[config.mk]
export PLATFORM = sky130hd
export DESIGN_NAME = mem_load_unit
export DESIGN_NICKNAME = d
export VERILOG_FILES = /design/src/rtl/mem_load_unit_pkg.sv /design/src/rtl/mem_load_unit_align_ext.sv /design/src/rtl/mem_load_unit.sv
export SDC_FILE = /design/constraint.sdc
export NUM_CORES = 1
export LEC_CHECK = 0
export CAP_MARGIN = 20
export CORE_AREA = 8 8 91 125
export CTS_CLUSTER_SIZE = 14
export DETAILED_ROUTE_END_ITERATION = 8
export DIE_AREA = 0 0 99 133
export DONT_BUFFER_PORTS = 1
export GPL_ROUTABILITY_DRIVEN = 0
export PLACE_DENSITY_LB_ADDON = 0.05
export SYNTH_ARGS = -nofsm -noshare
export SYNTH_HDL_FRONTEND = slang
export SYNTH_SLANG_ARGS = --single-unit
[constraint.sdc]
create_clock -name clk -period 4.2 [get_ports clk]
set_input_delay 0.21 -clock clk [delete_from_list [all_inputs] [get_ports clk]]
set_output_delay 0.21 -clock clk [all_outputs]
set_load 0.005 [all_outputs]
[src/rtl/mem_load_unit_pkg.sv]
// Shared definitions for the load unit: op encodings, FSM states, defaults.
package mem_load_unit_pkg;

    localparam int unsigned TIMEOUT_DEFAULT = 16;
    localparam int unsigned OP_W            = 3;

    typedef enum logic [OP_W-1:0] {
        OP_LB  = 3'd0,
        OP_LBU = 3'd1,
        OP_LH  = 3'd2,
        OP_LHU = 3'd3,
        OP_LW  = 3'd4
    } load_op_e;

    typedef enum logic [1:0] {
        ST_IDLE  = 2'd0,
        ST_ISSUE = 2'd1,
        ST_WAIT  = 2'd2,
        ST_RESP  = 2'd3
    } load_state_e;

    // True when the op is legal and the address is naturally aligned for it.
    function automatic logic load_legal(input logic [OP_W-1:0] op, input logic [1:0] lo);
        case (op)
            OP_LB, OP_LBU: return 1'b1;
            OP_LH, OP_LHU: return !lo[0];
            OP_LW:         return (lo == 2'b00);
            default:       return 1'b0;
        endcase
    endfunction

endpackage

[src/rtl/mem_load_unit_align_ext.sv]
// Byte/half lane select from a little-endian word plus sign/zero extension.
module load_align_ext
    import mem_load_unit_pkg::*;
(
    input  logic [31:0]     word,
    input  logic [1:0]      addr,
    input  logic [OP_W-1:0] op,
    output logic [31:0]     result
);

    logic [7:0]  lane_b;
    logic [15:0] lane_h;

    always_comb begin
        lane_b = word[{addr, 3'b111} -: 8];
        lane_h = addr[1] ? word[31:16] : word[15:0];
        case (op)
            OP_LB:   result = {{24{lane_b[7]}}, lane_b};
            OP_LBU:  result = {24'h0, lane_b};
            OP_LH:   result = {{16{lane_h[15]}}, lane_h};
            OP_LHU:  result = {16'h0, lane_h};
            OP_LW:   result = word;
            default: result = 32'h0;
        endcase
    end

endmodule

[src/rtl/mem_load_unit.sv]
// Single-outstanding load unit: issues one aligned word read, waits with a
// timeout, then returns the lane-selected, extended result to writeback.
module mem_load_unit
    import mem_load_unit_pkg::*;
#(
    parameter int unsigned TIMEOUT = TIMEOUT_DEFAULT
) (
    input  logic            clk,
    input  logic            rst_n,
    input  logic            req_valid,
    output logic            req_ready,
    input  logic [OP_W-1:0] req_op,
    input  logic [31:0]     req_addr,
    input  logic [4:0]      req_rd,
    output logic            mem_re,
    output logic [31:0]     mem_addr,
    input  logic            mem_rvalid,
    input  logic [31:0]     mem_rdata,
    output logic            rsp_valid,
    input  logic            rsp_ready,
    output logic [31:0]     rsp_data,
    output logic [4:0]      rsp_rd,
    output logic            rsp_err
);

    localparam int unsigned CNT_W = (TIMEOUT > 1) ? $clog2(TIMEOUT) : 1;

    load_state_e     state_q, state_d;
    logic [CNT_W-1:0] cnt_q, cnt_d;
    logic [OP_W-1:0] op_q, op_d;
    logic [1:0]      lo_q, lo_d;
    logic [4:0]      rd_q, rd_d;

    logic            req_ready_d, mem_re_d, rsp_valid_d, rsp_err_d;
    logic [31:0]     mem_addr_d, rsp_data_d;
    logic [4:0]      rsp_rd_d;
    logic [31:0]     aligned_c;

    load_align_ext u_align (
        .word   (mem_rdata),
        .addr   (lo_q),
        .op     (op_q),
        .result (aligned_c)
    );

    // Next-state and next-output logic; every registered output has a _d here.
    always_comb begin
        state_d     = state_q;
        cnt_d       = cnt_q;
        op_d        = op_q;
        lo_d        = lo_q;
        rd_d        = rd_q;
        mem_re_d    = 1'b0;
        mem_addr_d  = 32'h0;
        rsp_valid_d = rsp_valid;
        rsp_data_d  = rsp_data;
        rsp_rd_d    = rsp_rd;
        rsp_err_d   = rsp_err;

        case (state_q)
            ST_IDLE: begin
                rsp_valid_d = 1'b0;
                if (req_valid) begin
                    op_d = req_op;
                    lo_d = req_addr[1:0];
                    rd_d = req_rd;
                    if (load_legal(req_op, req_addr[1:0])) begin
                        state_d    = ST_ISSUE;
                        mem_re_d   = 1'b1;
                        mem_addr_d = {req_addr[31:2], 2'b00};
                    end else begin
                        state_d     = ST_RESP;
                        rsp_valid_d = 1'b1;
                        rsp_data_d  = 32'h0;
                        rsp_rd_d    = req_rd;
                        rsp_err_d   = 1'b1;
                    end
                end
            end
            ST_ISSUE: begin
                state_d    = ST_WAIT;
                cnt_d      = '0;
                mem_addr_d = mem_addr;
            end
            ST_WAIT: begin
                // Data arriving on the final timeout cycle still wins.
                if (mem_rvalid) begin
                    state_d     = ST_RESP;
                    rsp_valid_d = 1'b1;
                    rsp_data_d  = aligned_c;
                    rsp_rd_d    = rd_q;
                    rsp_err_d   = 1'b0;
                end else if (cnt_q == CNT_W'(TIMEOUT - 1)) begin
                    state_d     = ST_RESP;
                    rsp_valid_d = 1'b1;
                    rsp_data_d  = 32'h0;
                    rsp_rd_d    = rd_q;
                    rsp_err_d   = 1'b1;
                end else begin
                    cnt_d      = cnt_q + CNT_W'(1);
                    mem_addr_d = mem_addr;
                end
            end
            ST_RESP: begin
                if (rsp_ready) begin
                    state_d     = ST_IDLE;
                    rsp_valid_d = 1'b0;
                end
            end
            default: state_d = ST_IDLE;
        endcase

        req_ready_d = (state_d == ST_IDLE);
    end

    always_ff @(posedge clk) begin
        if (!rst_n) begin
            state_q   <= ST_IDLE;
            cnt_q     <= '0;
            op_q      <= '0;
            lo_q      <= '0;
            rd_q      <= '0;
            req_ready <= 1'b1;
            mem_re    <= 1'b0;
            mem_addr  <= 32'h0;
            rsp_valid <= 1'b0;
            rsp_data  <= 32'h0;
            rsp_rd    <= 5'h0;
            rsp_err   <= 1'b0;
        end else begin
            state_q   <= state_d;
            cnt_q     <= cnt_d;
            op_q      <= op_d;
            lo_q      <= lo_d;
            rd_q      <= rd_d;
            req_ready <= req_ready_d;
            mem_re    <= mem_re_d;
            mem_addr  <= mem_addr_d;
            rsp_valid <= rsp_valid_d;
            rsp_data  <= rsp_data_d;
            rsp_rd    <= rsp_rd_d;
            rsp_err   <= rsp_err_d;
        end
    end

endmodule

==> results.md, run 1 <==
- Status: finished clean
- Slew margin rel.: 0.273
- Clock skew: 0.00845 ns
- FP Rows: 42
- Count of cell types in the netlist: 51
- Worst Hold Margin: 0.00842 ns
- RSZ-0062 raised after global routing: no
- First-pass GRT wire length: 17600 um
- Tcrit/Tclk final: 0.646
- Post-synth ARST share: 0
- Commonest non-fill, non-tap cell in the layout: dfxtp_1
- Total of max-cap violations: 0
- Critical Path End Type: flip-flop
- Worst hold-check path type: input port to flip-flop
- Longest Clk Path Bufs: 2
- FF+latch count, synth: 87
- Placed Cells: 466
- Core Area: 0.00941 mm^2
- CP max FO: 17
- DRC errors left: 0
- Port bufs: 0
- Starting DRT DRC Count: 148
- Worst-Margin Slew: 1.09 ns
- Sequential fraction of the synthesis area: 0.471
- WL final: 11300 um
- Vias: 3038
- Static Leak: 1.53 nW
- PD cells: 509 mW/mm^2
- Pin count of the biggest net entering global routing: 49
- Clock Root Buffer: clkbuf_16
- Grt ovf: 0
- CTS buffer count: 9
- Total Power: 2.12 mW
- Cells after synthesis: 387
- Clock sinks: 87
- Clk pin slew, worst setup/hold paths: 0.06 ns
- H-tree Lvls: 3
- Crit path DAT: 2.93 ns
- DR pass1 iterations: 5
- ANT cells: 0
- Netlist Area Pre-Place: 0.00369 mm^2
- Primary FF master, synth: dfxtp_1
- Yosys warns: 0
- CTS tree: built
- DP HPWL: 8150 um
- Finished Layout Cells: 491
- Antenna Nets Post-Route: 0
- Nets: 454
- Tot GR Track Use: 0.170
- Width of the die: 99 um
- Die Area: 0.0132 mm^2
- Share of layout cells above drive strength 1: 0.0919
- Hold Fails Final Rpt: 0
- Sum of negative setup slack: 0 ns
- Syn Area/Cell: 9.55 um^2
- Antenna violations before repair: 0
- Startpoint Class: flip-flop
- Skew-Pair Late Insertion Delay: 0.34 ns
- Slew Limit Fails: 0
- Area Overhead vs Synth: 12.6%
- Filler cells: 902
- EDFF count, synth: 0
- Top-Level Pins: 150
- Commonest cells after routing, fill and taps aside: dfxtp_1, nor2_1, nand2_1
- Setup violators final: 0
- Starting Density: 0.393
- Vias in the first global route: 3154
- FMAX: 368 MHz
- Die height: 133 um
- Worst Path Required: 4.41 ns
- Worst Setup Path Type: flip-flop to flip-flop
- Minimum clock period: 2.71 ns
- VDD IR max: 0.000209 V
- DR WL/cell: 23.0 um
- Resized Gates After CTS: 0
- Vias per cell: 6.19
[sequential cells by signal, summed over array words and instances, names as in the netlist]
signal and flops:
mem_addr 30, req_ready 1, state_q 2, lo_q 2, rd_q 5, cnt_q 4, mem_re 1, rsp_err 1
op_q 3, rsp_rd 5, rsp_data 32, rsp_valid 1
[final timing paths]
kind                            startpoint  slack [ns]     endpoint  cells past startpoint
worst min-delay path             req_rd[4]       0.008      rd_q[4]                      2
worst max register to register  state_q[0]        1.49  rsp_data[8]                      5
worst max-delay path            state_q[0]        1.49  rsp_data[8]                      5
worst min register to register     rd_q[4]        0.46      rd_q[4]                      2
[final cells by class]
cell class                 count  area, um^2  area share
sequential                    87        1740       0.419
clock inverter                 6         116      0.0280
tap                          110         138      0.0331
multi-input combinational    260        1780       0.427
inverter                       2        7.51     0.00180
clock buffer                  10         239      0.0574
timing repair buffer          16         140      0.0337
[cell usage after synthesis, types with 2 or more instances]
master,count,share of area
and3_1,8,0.014
a311oi_1,5,0.012
o2bb2ai_1,24,0.057
nor3b_1,4,0.0081
nor2b_1,4,0.0068
mux2i_1,11,0.030
a221o_1,8,0.022
buf_4,2,0.0041
nand2b_1,4,0.0068
nor2_1,44,0.045
inv_1,2,0.0020
buf_1,2,0.0020
nor2_2,2,0.0034
a22oi_1,30,0.061
mux4_2,4,0.024
a21oi_1,16,0.022
o21a_1,2,0.0041
clkbuf_1,22,0.022
a32oi_1,16,0.038
and3b_1,2,0.0047
buf_2,12,0.016
dfxtp_1,87,0.47
nand3_1,3,0.0041
a221oi_1,8,0.019
nand2_1,39,0.040
[worst max-delay path, stage by stage (launching register included)]
cell,delay [ns]
dfxtp_1,0.42
or3b_1,0.60
o32ai_2,0.77
nor2_2,0.35
buf_4,0.30
o2bb2ai_1,0.14
[cell families after synthesis]
group | after synthesis | synth area share
AO/OA/AOI/OAI | 120 | 0.260
AND/OR/NAND/NOR | 120 | 0.155
flip-flops | 87 | 0.471
buffers and inverters | 41 | 0.0498
multiplexers | 16 | 0.0572
adder cells (fa/ha/maj) | 1 | 0.00339
other | 1 | 0.00101
XOR/XNOR | 1 | 0.00237
[metrics by stage]
step	util	area (um^2)	setup WS [ns]
after floorplan	-	3700	2.44
final	0.442	4160	1.49
after CTS	0.441	4150	1.48
after global routing	0.442	4160	1.23
after detailed placement	0.395	3720	1.49
after global placement	0.395	3720	1.55
[routing by layer]
layer  global-route usage  vias up  share of wire
li1                     -     1423              -
met5                    0        -              0
met3               0.0625       14          0.099
met4               0.0934        0          0.018
met2                0.277      129           0.50
met1                0.186     1472           0.38
[timing repair]
action | 4_1_cts | 5_1_grt
hold endpoints to repair | 8 | 0
setup buffers | 0 | 0
hold buffers | 8 | 0
[power by group]
group | switching (mW) | total [mW] | internal (mW)
logic | 0.148 | 0.254 | 0.106
clock network | 0.338 | 0.940 | 0.602
registers | 0.0520 | 0.925 | 0.873
Power figures use the tool's default switching activity.
==> run 2, diff against run 1 <==
Settings changed: ABC_AREA from default to 1, CORE_AREA 8 8 91 125 to 8 8 93 129, DIE_AREA 0 0 99 133 to 0 0 101 137.
Clock period 4.2 ns to 2.5 ns, I/O delays scaled along.
==> results.md, run 2 <==
- Status: finished clean
- Port bufs: 0 (unchanged)
- Slew Limit Fails: 0 (unchanged)
- Clock skew: 0.00557 ns (-0.00288 ns)
- Minimum clock period: 1.73 ns (-0.989 ns)
- Area Overhead vs Synth: 18.8%
- Largest family of logic cells by synthesized area: simple AND/OR/NAND/NOR gates
- Antenna violations before repair: 0 (unchanged)
- Clock sinks: 87 (unchanged)
- Skew-Pair Late Insertion Delay: 0.33 ns (about the same)
- Share of layout cells above drive strength 1: 0.0868 (-0.00505)
- WL final: 11600 um (+3.1%)
- Grt ovf: 0 (unchanged)
- Top post-synthesis cells by count: nand2_1, dfxtp_1, a21oi_1
- Filler cells: 1123 (+25%)
- Largest regs: rsp_data x32, mem_addr x30
- FF+latch count, synth: 87 (unchanged)
- CTS tree: built
- Worst Setup Path Type: flip-flop to flip-flop
- Yosys warns: 0 (unchanged)
- Sum of negative setup slack: 0 ns (unchanged)
- Post-synth ARST share: 0 (unchanged)
- Synth Area in Compound Gates: 0.141 (-0.119)
- Critical path's largest stage delay: 0.35 ns (-0.42 ns)
- Worst Path Required: 2.76 ns (-1.65 ns)
- Antenna Nets Post-Route: 0 (unchanged)
- Resized Gates After CTS: 0 (unchanged)
- Worst-Margin Slew: 0.644 ns (-0.446 ns)
- DR WL/cell: 15.8 um (-31%)
- Tcrit/Tclk final: 0.690 (+0.0439)
- Commonest cells after routing, fill and taps aside: nand2_1, dfxtp_1, a21oi_1
- EDFF count, synth: 0 (unchanged)
- Clk pin slew, worst setup/hold paths: 0.07 ns (about the same)
- Syn Area/Cell: 6.89 um^2 (-28%)
- Pin count of the biggest net entering global routing: 34 (-31%)
- H-tree Lvls: 3 (unchanged)
- Clock Root Buffer: clkbuf_16
- Post-synth top area share: 0.444 (-0.0278)
- FMAX: 580 MHz (+57%)
- VDD IR max: 0.000353 V (+68%)
- CP top delay family: simple AND/OR/NAND/NOR gates
- Die height: 137 um (+3.0%)
- CP max FO: 33 (+16)
- Buffers & Inverters on Critical Path: 1 (unchanged)
- Sequential fraction of the synthesis area: 0.444 (-0.0278)
- First-pass GRT wire length: 18300 um (+4.5%)
- Area of the multi-input gates: 0.00190 mm^2 (+7.0%)
- Vias in the first global route: 3546 (+12%)
- Primary FF master, synth: dfxtp_1
- Cell with the most instances after synthesis: nand2_1
- CP max stage cell: buf_4
- DRC errors left: 0 (unchanged)
- Core Area: 0.0101 mm^2 (+7.7%)
- Synth Area in Simple Gates: 0.337 (+0.182)
- Sequential cell area: 0.00174 mm^2 (unchanged)
- Crit path DAT: 1.99 ns (-0.94 ns)
- Cell taking the most area after synthesis: dfxtp_1
- Post-synthesis xor/xnor area fraction: 0 (-0.00237)
- ANT cells: 0 (unchanged)
- Vias: 3620 (+19%)
- DR pass1 iterations: 4 (-1)
- FP Rows: 44 (+4.8%)
- Top reg by flops: rsp_data
- Tot GR Track Use: 0.169 (-0.00106)
- Worst Hold Margin: 0.00891 ns (+0.000486 ns)
- Critical Path End Type: flip-flop
- Static Leak: 1.83 nW (+19%)
- Setup violators final: 0 (unchanged)
- Die Area: 0.0138 mm^2 (+5.1%)
- Post-Synth Adder-Cell Area: 0.00319 (-0.000200)
- Most used cell, CP: nand2_1
- Worst hold-check path type: input port to flip-flop
- Commonest non-fill, non-tap cell in the layout: nand2_1
- Nets: 672 (+48%)
- Vias per cell: 4.91 (-21%)
- DP HPWL: 8530 um (+4.7%)
- Starting DRT DRC Count: 150 (+1.4%)
- Slew margin rel.: 0.569 (+0.296)
- Post-synthesis mux area share: 0 (-0.0572)
- Count of cell types in the netlist: 27 (-47%)
- Width of the die: 101 um (+2.0%)
- Cells after synthesis: 570 (+47%)
- PD cells: 796 mW/mm^2 (+56%)
- Startpoint Class: flip-flop
- Worst-path cell chain: ha_1, nand3_1, nand2_1, nand2_1, nand2_1, nand2_1, buf_4, nand2_1, a21oi_1
- Starting Density: 0.388 (-0.00519)
- Top-Level Pins: 150 (unchanged)
- Netlist Area Pre-Place: 0.00393 mm^2 (+6.3%)
- Max reg flops: 32 (unchanged)
- Top post-synthesis cells by area: dfxtp_1, nand2_1, a21oi_1
- CTS buffer count: 9 (unchanged)
- Total of max-cap violations: 0 (unchanged)
- Hold Fails Final Rpt: 0 (unchanged)
- Longest Clk Path Bufs: 2 (unchanged)
- RSZ-0062 raised after global routing: no
-- run 2: final cells by class --
cell class | instances | share of cell area
inverters | 20 | 0.0161
multi-input cells | 429 | 0.408
clock inverters | 7 | 0.0217
repair buffers | 47 | 0.0955
well taps | 138 | 0.0370
flip-flops and latches | 87 | 0.373
clock buffers | 9 | 0.0483
-- run 2: path summary, 6_finish.rpt --
path | startpoint | slack (ns) | to | depth (start not counted)
setup / recovery | cnt_q[0] | 0.77 | rsp_data[4] | 9
hold / removal | req_op[1] | 0.009 | op_q[1] | 2
setup reg to reg | cnt_q[0] | 0.77 | rsp_data[4] | 9
hold reg to reg | rd_q[0] | 0.49 | rd_q[0] | 2
-- run 2: worst register-to-register path: stages (launching register included) --
cell     delay (ns)
dfxtp_1        0.32
ha_1           0.22
nand3_1        0.09
nand2_1        0.09
nand2_1        0.09
nand2_1        0.06
nand2_1        0.15
buf_4          0.35
nand2_1        0.11
a21oi_1        0.16
-- run 2: cell families after synthesis --
family | after synthesis
AOI/OAI and AO/OA | 100
other | 1
and+or+nand+nor | 326
DFF | 87
buffers and inverters | 55
adders and majority gates | 1
-- run 2: where the power goes --
part	leakage, nW	total, mW	internal [mW]	switching (mW)
Combinational	0.965	0.686	0.241	0.444
Sequential	0.708	1.56	1.49	0.0782
Clock	0.153	1.46	0.886	0.575
-- run 2: through the flow --
| step | power, mW | worst slack [ns] | instances | instance area (um^2) | utilization |
|---|---|---|---|---|---|
| floorplan | 2.13 | 1.06 | 571 | 3930 | - |
| global placement | 2.24 | 0.802 | 684 | 3970 | 0.392 |
| detailed placement | 2.25 | 0.766 | 684 | 3970 | 0.392 |
| CTS | 3.78 | 0.743 | 737 | 4660 | 0.460 |
| global route | 3.94 | 0.557 | 737 | 4660 | 0.460 |
| finish | 3.71 | 0.774 | 737 | 4660 | 0.460 |
-- run 2: per-layer routing --
metal | track usage | up-vias | wire length [um]
met1 | 0.179 | 1627 | 4210
li1 | - | 1867 | -
met5 | 0 | - | 0
met4 | 0.0540 | 0 | 100
met3 | 0.0738 | 6 | 1380
met2 | 0.292 | 120 | 5940
-- run 2: timing repair --
item,in CTS,in global routing
hold endpoints to repair,53,0
hold buffers,37,0
setup buffers,0,0
==> run 3, diff against run 2 <==
Clock period 2.5 ns to 1.4 ns, I/O delays scaled along.
==> results.md, run 3 (synthesis gave the netlist of run 2 again) <==
- R2r worst-path depth: 9 (unchanged)
- Area of the multi-input gates: 0.00212 mm^2 (+12%)
- Layout Utilization: 0.544 (+0.0841)
- Pin count of the biggest net entering global routing: 42 (+24%)
- Commonest non-fill, non-tap cell in the layout: nand2_1
- Antenna Nets Post-Route: 0 (unchanged)
- Critical Path End Type: flip-flop
- Crit path DAT: 1.66 ns (-0.33 ns)
- Width of the die: 101 um (unchanged)
- Die Area: 0.0138 mm^2 (unchanged)
- Hold path endpoint: rsp_rd[1]
- Slew margin rel.: 0.592 (+0.0223)
- FP Rows: 44 (unchanged)
- Top reg by flops: rsp_data
- RR Endpoint: cnt_q[3]
- Violated checks: negative setup slack
- Clk pin slew, worst setup/hold paths: 0.06 ns (about the same)
- Clock skew: 0.00752 ns (+0.00195 ns)
- Commonest cells after routing, fill and taps aside: nand2_1, dfxtp_1, dlygate4sd3_1
- Area Overhead vs Synth: 40.5%
- Vias in the first global route: 3841 (+8.3%)
- Clock sinks: 87 (unchanged)
- Minimum clock period: 1.44 ns (-0.285 ns)
- FMAX: 694 MHz (+20%)
- First-pass GRT wire length: 19500 um (+6.0%)
- Grt ovf: 0 (unchanged)
- Total of max-cap violations: 0 (unchanged)
- Worst Hold Margin: 0.00353 ns (-0.00537 ns)
- Top-Level Pins: 150 (unchanged)
- Worst hold-check path type: input port to flip-flop
- Post-route setup slack: -0.0403 ns (-0.815 ns)
- Nets: 724 (+7.7%)
- Hold Crit Depth: 4 (+2)
- CTS buffer count: 9 (unchanged)
- CTS tree: built
- Port bufs: 0 (unchanged)
- DRC errors left: 0 (unchanged)
- Total Power: 6.94 mW (+87%)
- RSZ-0062 raised after global routing: yes
- Vias per cell: 5.10 (+3.7%)
- Worst R2R Start: cnt_q[1]
- DR pass1 iterations: 4 (unchanged)
- H-tree Lvls: 3 (unchanged)
- Slew Limit Fails: 0 (unchanged)
- VDD IR max: 0.000673 V (+91%)
- Tot GR Track Use: 0.179 (+0.0102)
- CP max FO: 3 (-91%)
- Worst Path Required: 1.62 ns (-1.14 ns)
- Filler cells: 993 (-12%)
- Worst Setup Path Type: flip-flop to flip-flop
- Largest regs: rsp_data x32, mem_addr x30
- Die height: 137 um (unchanged)
- Starting DRT DRC Count: 115 (-23%)
- Skew-Pair Late Insertion Delay: 0.33 ns (about the same)
- Tcrit/Tclk final: 1.03 (+0.339)
- ANT cells: 0 (unchanged)
- Startpoint Class: flip-flop
- PD cells: 1260 mW/mm^2 (+58%)
- Setup violators final: 20 (+20)
- Sequential cell area: 0.00175 mm^2 (+0.65%)
- Hold Fails Final Rpt: 0 (unchanged)
- Static Leak: 2.18 nW (+19%)
- Worst-Margin Slew: 0.611 ns (-0.0333 ns)
- Sum of negative setup slack: -0.342 ns (-0.342 ns)
- Status: finished, violations left
- WL final: 13900 um (+20%)
- Worst hold path startpoint: req_rd[1]
- Vias: 4015 (+11%)
- Share of layout cells above drive strength 1: 0.223 (+0.136)
- R2r setup slk: -0.04 ns (-0.81 ns)
- Core Area: 0.0101 mm^2 (unchanged)
- Antenna violations before repair: 0 (unchanged)
- Longest Clk Path Bufs: 2 (unchanged)
- DR WL/cell: 17.6 um (+12%)
- Max reg flops: 32 (unchanged)
- DP HPWL: 8750 um (+2.7%)
- Post-Place Setup Slack: -0.0442 ns (-0.810 ns)
- Clock Root Buffer: clkbuf_16
- Finished Layout Cells: 788 (+6.9%)
- Starting Density: 0.388 (unchanged)
- Area after DPL: 0.00418 mm^2 (+5.5%)
- Design Area, Final: 0.00552 mm^2 (+18%)
- Placed Cells: 702 (+2.6%)
run 3: worst max-delay path, cell delays in order (launching register included):
cell and delay [ns]:
dfxtp_2 0.34, ha_4 0.16, nand3_2 0.07, nand2_2 0.06, buf_6 0.11, o21ai_4 0.16, buf_6 0.15, buf_6 0.10
and3_4 0.16, nor3_1 0.04
run 3: power by group:
group	switching (mW)	internal (mW)	total [mW]
registers	0.143	2.66	2.80
clock network	0.987	1.19	2.18
logic	1.06	0.898	1.96
total	2.19	4.75	6.94
run 3: how the worst max path moves through the flow:
stage	depth (start not counted)	end	slack, ns	start
6_report	9	cnt_q[3]	-0.04	cnt_q[1]
4_1_cts	9	mem_addr[11]	-0.05	cnt_q[0]
2_1_floorplan	10	rsp_data[8]	-0.01	cnt_q[1]
5_1_grt	9	mem_addr[5]	-0.10	cnt_q[1]
3_3_place_gp	9	rsp_rd[0]	0.001	cnt_q[1]
3_5_place_dp	9	rsp_rd[2]	-0.04	cnt_q[1]
run 3: timing repair:
action	4_1_cts	5_1_grt
pin swaps	1	32
buffers inserted	2	9
setup endpoints to repair	67	72
gates resized for setup	6	68
cloned	1	10
hold buffers	49	0
hold endpoints to repair	60	0
run 3: routing by layer:
layer | wire length [um] | GRT usage
met1 | 4970 | 0.182
met2 | 7100 | 0.321
met3 | 1460 | 0.0733
met4 | 374 | 0.0599
met5 | 0 | 0
run 3: final cells by class:
| cell class | count | area share |
|---|---|---|
| clock buffer | 10 | 0.0415 |
| multi-input combinational | 430 | 0.385 |
| tap | 138 | 0.0313 |
| inverter | 20 | 0.0145 |
| clock inverter | 5 | 0.00658 |
| timing repair buffer | 98 | 0.203 |
| sequential | 87 | 0.318 |
